## src/rtl/scbuf_fbctl.sv

```systemverilog
// Fill-buffer control: 8-entry IDLE/ALLOC/FILL/FULL tracking, fill/store write arbitration, read checks.
// Optional SCBUF_FBCTL_PERF_CNT_EN adds a saturating st_stall_c2 cycle counter (st_stall_cnt).
module scbuf_fbctl (
  input  logic        rclk,
  input  logic        arst_l,
  input  logic        alloc_req_c2,
  output logic        alloc_gnt_c3,
  output logic [2:0]  alloc_id_c3,
  output logic        fb_full,
  input  logic        dram_fill_vld_r1,
  input  logic [2:0]  dram_fill_id_r1,
  input  logic        st_req_c2,
  input  logic [2:0]  st_id_c2,
  input  logic [15:0] st_wen_c2,
  output logic        st_stall_c2,
  input  logic        rd_req_c2,
  input  logic [2:0]  rd_id_c2,
  input  logic        dealloc_vld,
  input  logic [2:0]  dealloc_id,
  output logic [15:0] sctag_scbuf_fbwr_wen_r2,
  output logic [2:0]  sctag_scbuf_fbwr_wl_r2,
  output logic        sctag_scbuf_fbd_stdatasel_c3,
  output logic        sctag_scbuf_fbrd_en_c3,
  output logic [2:0]  sctag_scbuf_fbrd_wl_c3,
  output logic        fill_done_r2,
  output logic [2:0]  fill_done_id_r2,
`ifdef SCBUF_FBCTL_PERF_CNT_EN
  output logic [15:0] st_stall_cnt,
`endif
  output logic        rd_err_c3
);

  typedef enum logic [1:0] {S_IDLE, S_ALLOC, S_FILL, S_FULL} ent_state_e;

  logic [7:0]  idle_vec;
  logic [7:0]  full_vec;
  logic [2:0]  alloc_sel;
  logic        alloc_ok, fill_ok, fill_last, st_ok, rd_ok;
  logic [1:0]  beat_cnt_reg, beat_cnt_next;
  logic [2:0]  fill_id_reg, fill_id_next;

  assign fb_full     = ~|idle_vec;
  assign st_stall_c2 = arst_l & st_req_c2 & dram_fill_vld_r1;
  assign alloc_ok    = alloc_req_c2 & ~fb_full;
  assign fill_ok     = dram_fill_vld_r1 & ~idle_vec[dram_fill_id_r1];
  assign fill_last   = fill_ok & (beat_cnt_reg == 2'd3);
  assign st_ok       = st_req_c2 & ~dram_fill_vld_r1 & ~idle_vec[st_id_c2];
  assign rd_ok       = rd_req_c2 & full_vec[rd_id_c2];

  // Lowest-numbered IDLE entry; descending scan so the smallest index wins.
  always_comb begin
    alloc_sel = 3'd0;
    for (int i = 7; i >= 0; i--) begin
      if (idle_vec[i]) alloc_sel = 3'(i);
    end
  end

  genvar gi;
  generate
    for (gi = 0; gi < 8; gi++) begin : g_ent
      ent_state_e state_reg, state_next;

      // Dealloc is applied last so it overrides alloc/fill updates to the same entry.
      always_comb begin
        state_next = state_reg;
        if (alloc_ok && alloc_sel == 3'(gi)) state_next = S_ALLOC;
        if (fill_ok && dram_fill_id_r1 == 3'(gi)) state_next = fill_last ? S_FULL : S_FILL;
        if (dealloc_vld && dealloc_id == 3'(gi)) state_next = S_IDLE;
      end

      always_ff @(posedge rclk or negedge arst_l) begin
        if (!arst_l) state_reg <= S_IDLE;
        else         state_reg <= state_next;
      end

      assign idle_vec[gi] = (state_reg == S_IDLE);
      assign full_vec[gi] = (state_reg == S_FULL);
    end
  endgenerate

  // Single in-flight fill: beat counter clears if its entry is freed.
  always_comb begin
    beat_cnt_next = beat_cnt_reg;
    fill_id_next  = fill_id_reg;
    if (fill_ok) begin
      beat_cnt_next = beat_cnt_reg + 2'd1;
      fill_id_next  = dram_fill_id_r1;
    end
    if (dealloc_vld && dealloc_id == fill_id_next && (fill_ok || beat_cnt_reg != 2'd0))
      beat_cnt_next = 2'd0;
  end

  always_ff @(posedge rclk or negedge arst_l) begin
    if (!arst_l) begin
      beat_cnt_reg <= 2'd0;
      fill_id_reg  <= 3'd0;
    end else begin
      beat_cnt_reg <= beat_cnt_next;
      fill_id_reg  <= fill_id_next;
    end
  end

  always_ff @(posedge rclk or negedge arst_l) begin
    if (!arst_l) begin
      alloc_gnt_c3                 <= 1'b0;
      alloc_id_c3                  <= 3'd0;
      sctag_scbuf_fbwr_wen_r2      <= 16'h0;
      sctag_scbuf_fbwr_wl_r2       <= 3'd0;
      sctag_scbuf_fbd_stdatasel_c3 <= 1'b0;
      sctag_scbuf_fbrd_en_c3       <= 1'b0;
      sctag_scbuf_fbrd_wl_c3       <= 3'd0;
      fill_done_r2                 <= 1'b0;
      fill_done_id_r2              <= 3'd0;
      rd_err_c3                    <= 1'b0;
    end else begin
      alloc_gnt_c3                 <= alloc_ok;
      alloc_id_c3                  <= alloc_ok ? alloc_sel : 3'd0;
      if (fill_ok) begin
        sctag_scbuf_fbwr_wen_r2    <= 16'hF << {beat_cnt_reg, 2'b00};
        sctag_scbuf_fbwr_wl_r2     <= dram_fill_id_r1;
      end else if (st_ok) begin
        sctag_scbuf_fbwr_wen_r2    <= st_wen_c2;
        sctag_scbuf_fbwr_wl_r2     <= st_id_c2;
      end else begin
        sctag_scbuf_fbwr_wen_r2    <= 16'h0;
        sctag_scbuf_fbwr_wl_r2     <= 3'd0;
      end
      sctag_scbuf_fbd_stdatasel_c3 <= st_ok;
      sctag_scbuf_fbrd_en_c3       <= rd_ok;
      sctag_scbuf_fbrd_wl_c3       <= rd_ok ? rd_id_c2 : 3'd0;
      fill_done_r2                 <= fill_last;
      fill_done_id_r2              <= fill_last ? dram_fill_id_r1 : 3'd0;
      rd_err_c3                    <= rd_req_c2 & ~rd_ok;
    end
  end

`ifdef SCBUF_FBCTL_PERF_CNT_EN
  logic [15:0] stall_cnt_reg;
  always_ff @(posedge rclk or negedge arst_l) begin
    if (!arst_l)                                      stall_cnt_reg <= 16'h0;
    else if (st_stall_c2 && stall_cnt_reg != 16'hFFFF) stall_cnt_reg <= stall_cnt_reg + 16'h1;
  end
  assign st_stall_cnt = stall_cnt_reg;
`endif

endmodule
```

## config.mk

```make
export PLATFORM = sky130hd
export DESIGN_NAME = scbuf_fbctl
export DESIGN_NICKNAME = d
export VERILOG_FILES = /design/src/rtl/scbuf_fbctl.sv
export SDC_FILE = /design/constraint.sdc
export NUM_CORES = 1
export LEC_CHECK = 0
export BUFFER_PORTS_ARGS = -buffer_cell sky130_fd_sc_hd__buf_4
export CORE_UTILIZATION = 56
export DETAILED_ROUTE_END_ITERATION = 16
export HOLD_SLACK_MARGIN = 0.05
export PLACE_DENSITY = 0.93
export REMOVE_ABC_BUFFERS = 1
export SLEW_MARGIN = 10
export SYNTH_ARGS = -nofsm -noshare
export SYNTH_HDL_FRONTEND = slang
export SYNTH_SLANG_ARGS = --single-unit
```

## constraint.sdc

```tcl
create_clock -name rclk -period 5.2 [get_ports rclk]
set_clock_uncertainty 0.05 [all_clocks]
set_input_delay 1.04 -clock rclk [delete_from_list [all_inputs] [get_ports rclk]]
set_output_delay 1.04 -clock rclk [all_outputs]
set_load 0.1 [all_outputs]
```

==> key figures, run 1 <==
Status
  • Status: complete, no violations

STA
  • Final setup margin: 1.98 ns
  • Hold slack: 0.476 ns
  • Fin crit share: 0.619
  • Rel. slew slack: 0.497
  • Tmin final: 3.22 ns
  • Max Fclk: 311 MHz
  • Sum of negative setup slack: 0 ns
  • Final setup fails: 0
  • Final hold violations: 0
  • Slew of the pin with the lowest slew margin: 0.754 ns
  • Max Slew Vio Count: 0
  • RSZ-0062 raised after global routing: false

Logic synthesis
  • Syn avg cell area: 10.5 um2
  • #FFs+latches synth: 54
  • Count of different cell masters after synthesis: 50
  • Yosys warns: 0
  • Seq/Total Area, Yosys: 0.516
  • EDFF count, synth: 0
  • Syn Std Cell Area: approximately 2600 um2
  • Top FF cell, synth: dfrtp_1
  • Gate Count Post-Synth: 250
  • Asr flop ratio synth: 1.00

Die
  • Starting Density: 0.593
  • Area of the core: between 4000 and 5000 um2
  • Cell row count: 24
  • Die area: about 5000 um2
  • Die height: around 70 um
  • Die width: 70.4 um
  • I/O pin count: 70

Critical path
  • Critical Path AT: 2.13 ns
  • Worst R2R Setup Slack: approximately 2.9 ns
  • WP data required: 4.11 ns
  • Reg2reg end: sctag_scbuf_fbwr_wl_r2[2]
  • CP Class: input port to output pin
  • Worst Setup SP: arst_l
  • Type of origin of the critical path: input port
  • CP Max Fanout: between 50 and 60
  • R2R depth: 5
  • Endpoint type of the worst setup path: output pin
  • CP endpoint: st_stall_c2
  • R2R Path Start: g_ent[4].state_reg[1]

Place
  • Pre-CTS WS: 1.96 ns
  • I/O Buffers: 69
  • Final GP Congestion: 0.916
  • Hpwl dp: 4460 um
  • Cell total after placement: 365

Layout
  • Area growth syn-to-layout: 25.1%
  • Final #Nets: ~360
  • Most frequent cells in the layout: buf_4 (70), dfrtp_1 (54), nor2_1 (25)
  • Layout Cells excl Fill: 373
  • Most common cell after layout, fill and taps aside: buf_4
  • Share of cells above drive strength 1: 0.277
  • # fillers: 304
  • Antenna Cells: 0

Clock tree
  • CTS Hold Buffers Added: 0
  • Clk root buf: clkbuf_8
  • Clock H-tree levels: 2
  • Clock Latency Late Sink: slightly above 0.3 ns
  • CTS Buf Count: 5
  • Post-CTS Resized: 0
  • CTS sink cnt: 54
  • Clock transition at path regs: 0.10 ns
  • CTS tree: yes
  • Largest buffer count on any clock path: 2
  • Post-CTS Setup Inserts: 0

Routing
  • WL/cell: 16.8 um
  • Vias: between 2,000 and 2,500
  • Detailed-route DRC error count: 0
  • Post-DRT Antenna Nets: 0
  • DRT iter0 DRCs: 246
  • TritonRoute pass-1 iters: 5
  • Vias/cell: 5.93
  • Drt total wl: between 6000 and 7000 um

Global route
  • First-pass GRT wire length: 10,200 um
  • GRT Util Overall: 0.267
  • Pin count of the biggest net entering global routing: 56
  • Gr ovfl total: 0
  • Initial antenna violation count: 0
  • Vias in the first global route: slightly above 2,000

Power and ir drop
  • Pwr Total: 1860 uW
  • VDD IR max: 0.000283 V
  • Pwr Density: 569 nW/um2
  • Leak: 0.00171 uW

Worst hold path
  • WHS Path Cells: 2
  • HP Class: flop to flop
  • Hold path start: fill_id_reg[0]

Flow run
  • Maxcap violations: 0
==> kinds of logic (layout without fill, tap and decap cells) <==
group	Yosys count	in the layout	share of synthesized area
xor+xnor	5	5	0.0167
compound gates	71	71	0.190
mux	8	8	0.0468
flops	54	54	0.516
fa+ha+maj	4	4	0.0191
buf+inv	21	92	0.0392
simple gates	87	87	0.172
==> per-layer routing <==
layer / GRT usage / routed length (um) / vias up
met3: 0.0433 / 410 / 11
met5: 0 / 0 / -
li1: - / - / 1036
met1: 0.369 / 2590 / 1063
met2: 0.444 / 3190 / 101
met4: 0.0600 / 81 / 0
==> critical path, cell delays in order <==
cell and delay (ns):
buf_4 0.53, and3_1 0.25, buf_4 0.29
==> stage by stage <==
stage / instance area (um2) / util
floorplan: 2570 / -
CTS: 3270 / 0.742
detailed placement: 3160 / 0.715
global route: 3270 / 0.742
global placement: 3160 / 0.715
finish: 3270 / 0.742
==> synth_stat cells (3+ instances only) <==
| master | number | share of area |
|---|---|---|
| a21oi_1 | 13 | 0.025 |
| mux2i_1 | 4 | 0.015 |
| inv_1 | 13 | 0.019 |
| nor2b_1 | 10 | 0.024 |
| and3_1 | 3 | 0.0072 |
| nand3_1 | 7 | 0.013 |
| nor2_1 | 25 | 0.036 |
| ha_1 | 4 | 0.019 |
| dfrtp_1 | 54 | 0.52 |
| nor2_2 | 3 | 0.0072 |
| mux4_2 | 3 | 0.026 |
| nand2_1 | 12 | 0.017 |
| a21o_1 | 17 | 0.049 |
| xnor2_1 | 5 | 0.017 |
| nand2b_1 | 4 | 0.0096 |
| o21ai_0 | 12 | 0.023 |
| nor3_1 | 10 | 0.019 |
==> cell type report <==
cell class	instances	area, um2	share of cell area
Sequential cell	54	1350	0.413
Multi-Input combinational cell	175	1160	0.355
Timing Repair Buffer	70	526	0.160
Clock buffer	5	68.8	0.0210
Tap cell	52	65.1	0.0199
Inverter	14	52.6	0.0160
Clock inverter	3	47.5	0.0145
==> report_power, final <==
part	leakage, uW	total, uW	switching [uW]	internal [uW]
registers	0.000686	628	94.6	533
logic	0.000961	945	688	257
clock network	0.0000591	292	145	147
total	0.00171	1860	927	937
==> worst min-delay path by stage <==
stage,endpoint,slack [ns]
3_5_place_dp,fill_id_reg[0],0.45
2_1_floorplan,fill_id_reg[1],0.42
6_report,fill_id_reg[0],0.48
3_3_place_gp,fill_id_reg[1],0.44
5_1_grt,fill_id_reg[0],0.52
4_1_cts,fill_id_reg[0],0.47
No activity file was read; power rests on OpenSTA's default activity.
==> inputs of run 2 (changes only) <==
--- a/config.mk
+++ b/config.mk
@@ -6,10 +6,10 @@
 export NUM_CORES = 1
 export LEC_CHECK = 0
 export BUFFER_PORTS_ARGS = -buffer_cell sky130_fd_sc_hd__buf_4
-export CORE_UTILIZATION = 56
+export CORE_UTILIZATION = 47
 export DETAILED_ROUTE_END_ITERATION = 16
 export HOLD_SLACK_MARGIN = 0.05
-export PLACE_DENSITY = 0.93
+export PLACE_DENSITY = 0.84
 export REMOVE_ABC_BUFFERS = 1
 export SLEW_MARGIN = 10
 export SYNTH_ARGS = -nofsm -noshare
==> constraint.sdc (replaced) <==
create_clock -name rclk -period 2.7 [get_ports rclk]
set_clock_uncertainty 0.05 [all_clocks]
set_input_delay 0.54 -clock rclk [delete_from_list [all_inputs] [get_ports rclk]]
set_output_delay 0.54 -clock rclk [all_outputs]
set_load 0.1 [all_outputs]
==> run 2 against run 1 <==
Net effect:
- routed wire length is 1.8% higher
- sequential share of layout area is 0.83 points lower
- utilization is 10 points lower
- cell area is 2.1% higher
- combinational power is 96% higher
- setup slack worse by 1.6 ns
- critical path depth is 1 higher
- sequential power is 91% higher
- clock power is 89% higher
- final cell count is 6.4% higher
- power is 93% higher
- first-iteration DRC count is 4.1% higher
- critical path type is now flop to output pin
- critical endpoint is now fb_full
==> key figures, run 2 (synthesis results as in run 1) <==
Critical path
  • Endpoint type of the worst setup path: output pin
  • Worst R2R Setup Slack: 0.45 ns (-2.41 ns)
  • Critical Path AT: 1.75 ns (-0.38 ns)
  • CP Max Fanout: 7 (-87%)
  • Type of origin of the critical path: flop
  • WP data required: 2.11 ns (-2.00 ns)
  • CP Class: flop to output pin

Global route
  • GRT Util Overall: 0.234 (-0.0332)
  • First-pass GRT wire length: 10,700 um (+4.3%)
  • Pin count of the biggest net entering global routing: 55 (-1.8%)
  • Initial antenna violation count: 0 (unchanged)
  • Gr ovfl total: 0 (unchanged)
  • Vias in the first global route: 2,110 (+1.5%)

Layout
  • Most frequent cells in the layout: buf_4 (76), dfrtp_1 (54), nor2_1 (25)
  • Final #Nets: 365 (+1.7%)
  • Core Util, Final: 0.638 (-0.104)
  • Fin area: 3340 um2 (+2.1%)
  • Share of cells above drive strength 1: 0.291 (+0.0133)
  • Most common cell after layout, fill and taps aside: buf_4
  • Area growth syn-to-layout: 27.7%
  • # fillers: 442 (+45%)
  • Antenna Cells: 0 (unchanged)
  • Multi-input gate area: 1160 um2 (unchanged)
  • Register Area: 1350 um2 (unchanged)

Clock tree
  • Post-CTS Setup Inserts: 0 (unchanged)
  • CTS Hold Buffers Added: 0 (unchanged)
  • Clock Latency Late Sink: 0.31 ns (about the same)
  • Clk root buf: clkbuf_8
  • Clock transition at path regs: 0.10 ns (about the same)
  • CTS sink cnt: 54 (unchanged)
  • CTS Buf Count: 5 (unchanged)
  • CTS tree: yes
  • Post-CTS Resized: 0 (unchanged)
  • Clock H-tree levels: 2 (unchanged)
  • Largest buffer count on any clock path: 2 (unchanged)

Routing
  • Detailed-route DRC error count: 0 (unchanged)
  • Vias: 2,211 (unchanged)
  • TritonRoute pass-1 iters: 4 (-1)
  • Post-DRT Antenna Nets: 0 (unchanged)
  • Drt total wl: 6390 um (+1.8%)
  • DRT iter0 DRCs: 256 (+4.1%)
  • Vias/cell: 5.57 (-6.0%)
  • WL/cell: 16.1 um (-4.4%)

Die
  • Die area: 5870 um2 (+19%)
  • Cell row count: 26 (+8.3%)
  • Die height: 76.6 um (+8.9%)
  • I/O pin count: 70 (unchanged)
  • Area of the core: 5240 um2 (+19%)
  • Starting Density: 0.500 (-0.0932)
  • Die width: 76.6 um (+8.9%)

Place
  • Final GP Congestion: 0.913 (-0.26%)
  • I/O Buffers: 69 (unchanged)
  • Cell Area, Placed: 3230 um2 (+2.1%)
  • Hpwl dp: 4830 um (+8.3%)

Power and ir drop
  • Int Power: 1820 uW (+94%)
  • Switching Power: 1790 uW (+93%)
  • Leak: 0.00174 uW (+1.7%)
  • Clk pwr share: 0.153 (-0.004)
  • Pwr Density: 1080 nW/um2 (+90%)
  • VDD IR max: 0.000568 V (+100%)
  • Switching Fraction: 0.495 (-0.00198)
  • Flop pwr share: 0.333 (-0.004)
  • Combinational share of power: 0.514 (+0.007)

STA
  • Rel. slew slack: 0.559 (+0.0617)
  • Final setup fails: 0 (unchanged)
  • Sum of negative setup slack: 0 ns (unchanged)
  • Max Fclk: 426 MHz
  • Max Slew Vio Count: 0 (unchanged)
  • Final hold violations: 0 (unchanged)
  • Slew of the pin with the lowest slew margin: 0.662 ns (-0.0917 ns)
  • RSZ-0062 raised after global routing: false
  • Tmin final: roughly 2.3 ns
  • Fin crit share: 0.868

Worst hold path
  • HP Class: input port to async pin

Status
  • Status: complete, no violations

Flow run
  • Maxcap violations: 0 (unchanged)
-- run 2: power by group through the flow --
stage / clock [uW] / combinational [uW] / sequential [uW]
after detailed placement: 0 / 1840 / 1210
after floorplan: 0 / 590 / 1990
after global routing: 607 / 1950 / 1230
final: 552 / 1850 / 1200
after CTS: 568 / 1850 / 1200
after global placement: 0 / 1810 / 1200
-- run 2: worst paths after layout --
| kind | cells past startpoint | startpoint | end |
|---|---|---|---|
| max | 4 | g_ent[2].state_reg[1] | fb_full |
| min | 2 | arst_l | g_ent[7].state_reg[0] |
| max reg2reg | 6 | g_ent[2].state_reg[1] | beat_cnt_reg[1] |
| min reg2reg | 1 | fill_id_reg[2] | fill_id_reg[2] |
| max in group asynchronous | 2 | arst_l | sctag_scbuf_fbrd_wl_c3[2] |
| min in group rclk | 2 | st_wen_c2[3] | sctag_scbuf_fbwr_wen_r2[3] |
-- run 2: stage by stage --
step | setup WS [ns] | power (uW) | hold slack, ns | instances
finish | 0.355 | 3610 | 0.313 | 397
global route | 0.286 | 3790 | 0.352 | 397
CTS | 0.394 | 3610 | 0.349 | 397
detailed placement | 0.397 | 3060 | 0.454 | 389
global placement | 0.399 | 3020 | 0.443 | 389
floorplan | 0.368 | 2580 | 0.194 | 243
-- run 2: final cells by class --
class,count,area share
clock buffer,5,0.0206
clock inverter,3,0.0142
inverter,14,0.0157
multi-input combinational,175,0.348
sequential,54,0.404
tap,70,0.0262
timing repair buffer,76,0.171
-- run 2: routing by layer --
layer / wire length (um) / track usage / up-vias / part of all wire
li1: - / - / 1043 / -
met1: 2660 / 0.312 / 1058 / 0.42
met2: 3170 / 0.389 / 102 / 0.50
met3: 470 / 0.0395 / 8 / 0.074
met4: 97 / 0.0750 / 0 / 0.015
met5: 0 / 0 / - / 0
-- run 2: critical path, cell delays in order (launching register included) --
cell	delay (ns)
dfrtp_1	0.43
nor2_1	0.41
nor2_1	0.12
and4_1	0.25
buf_4	0.24
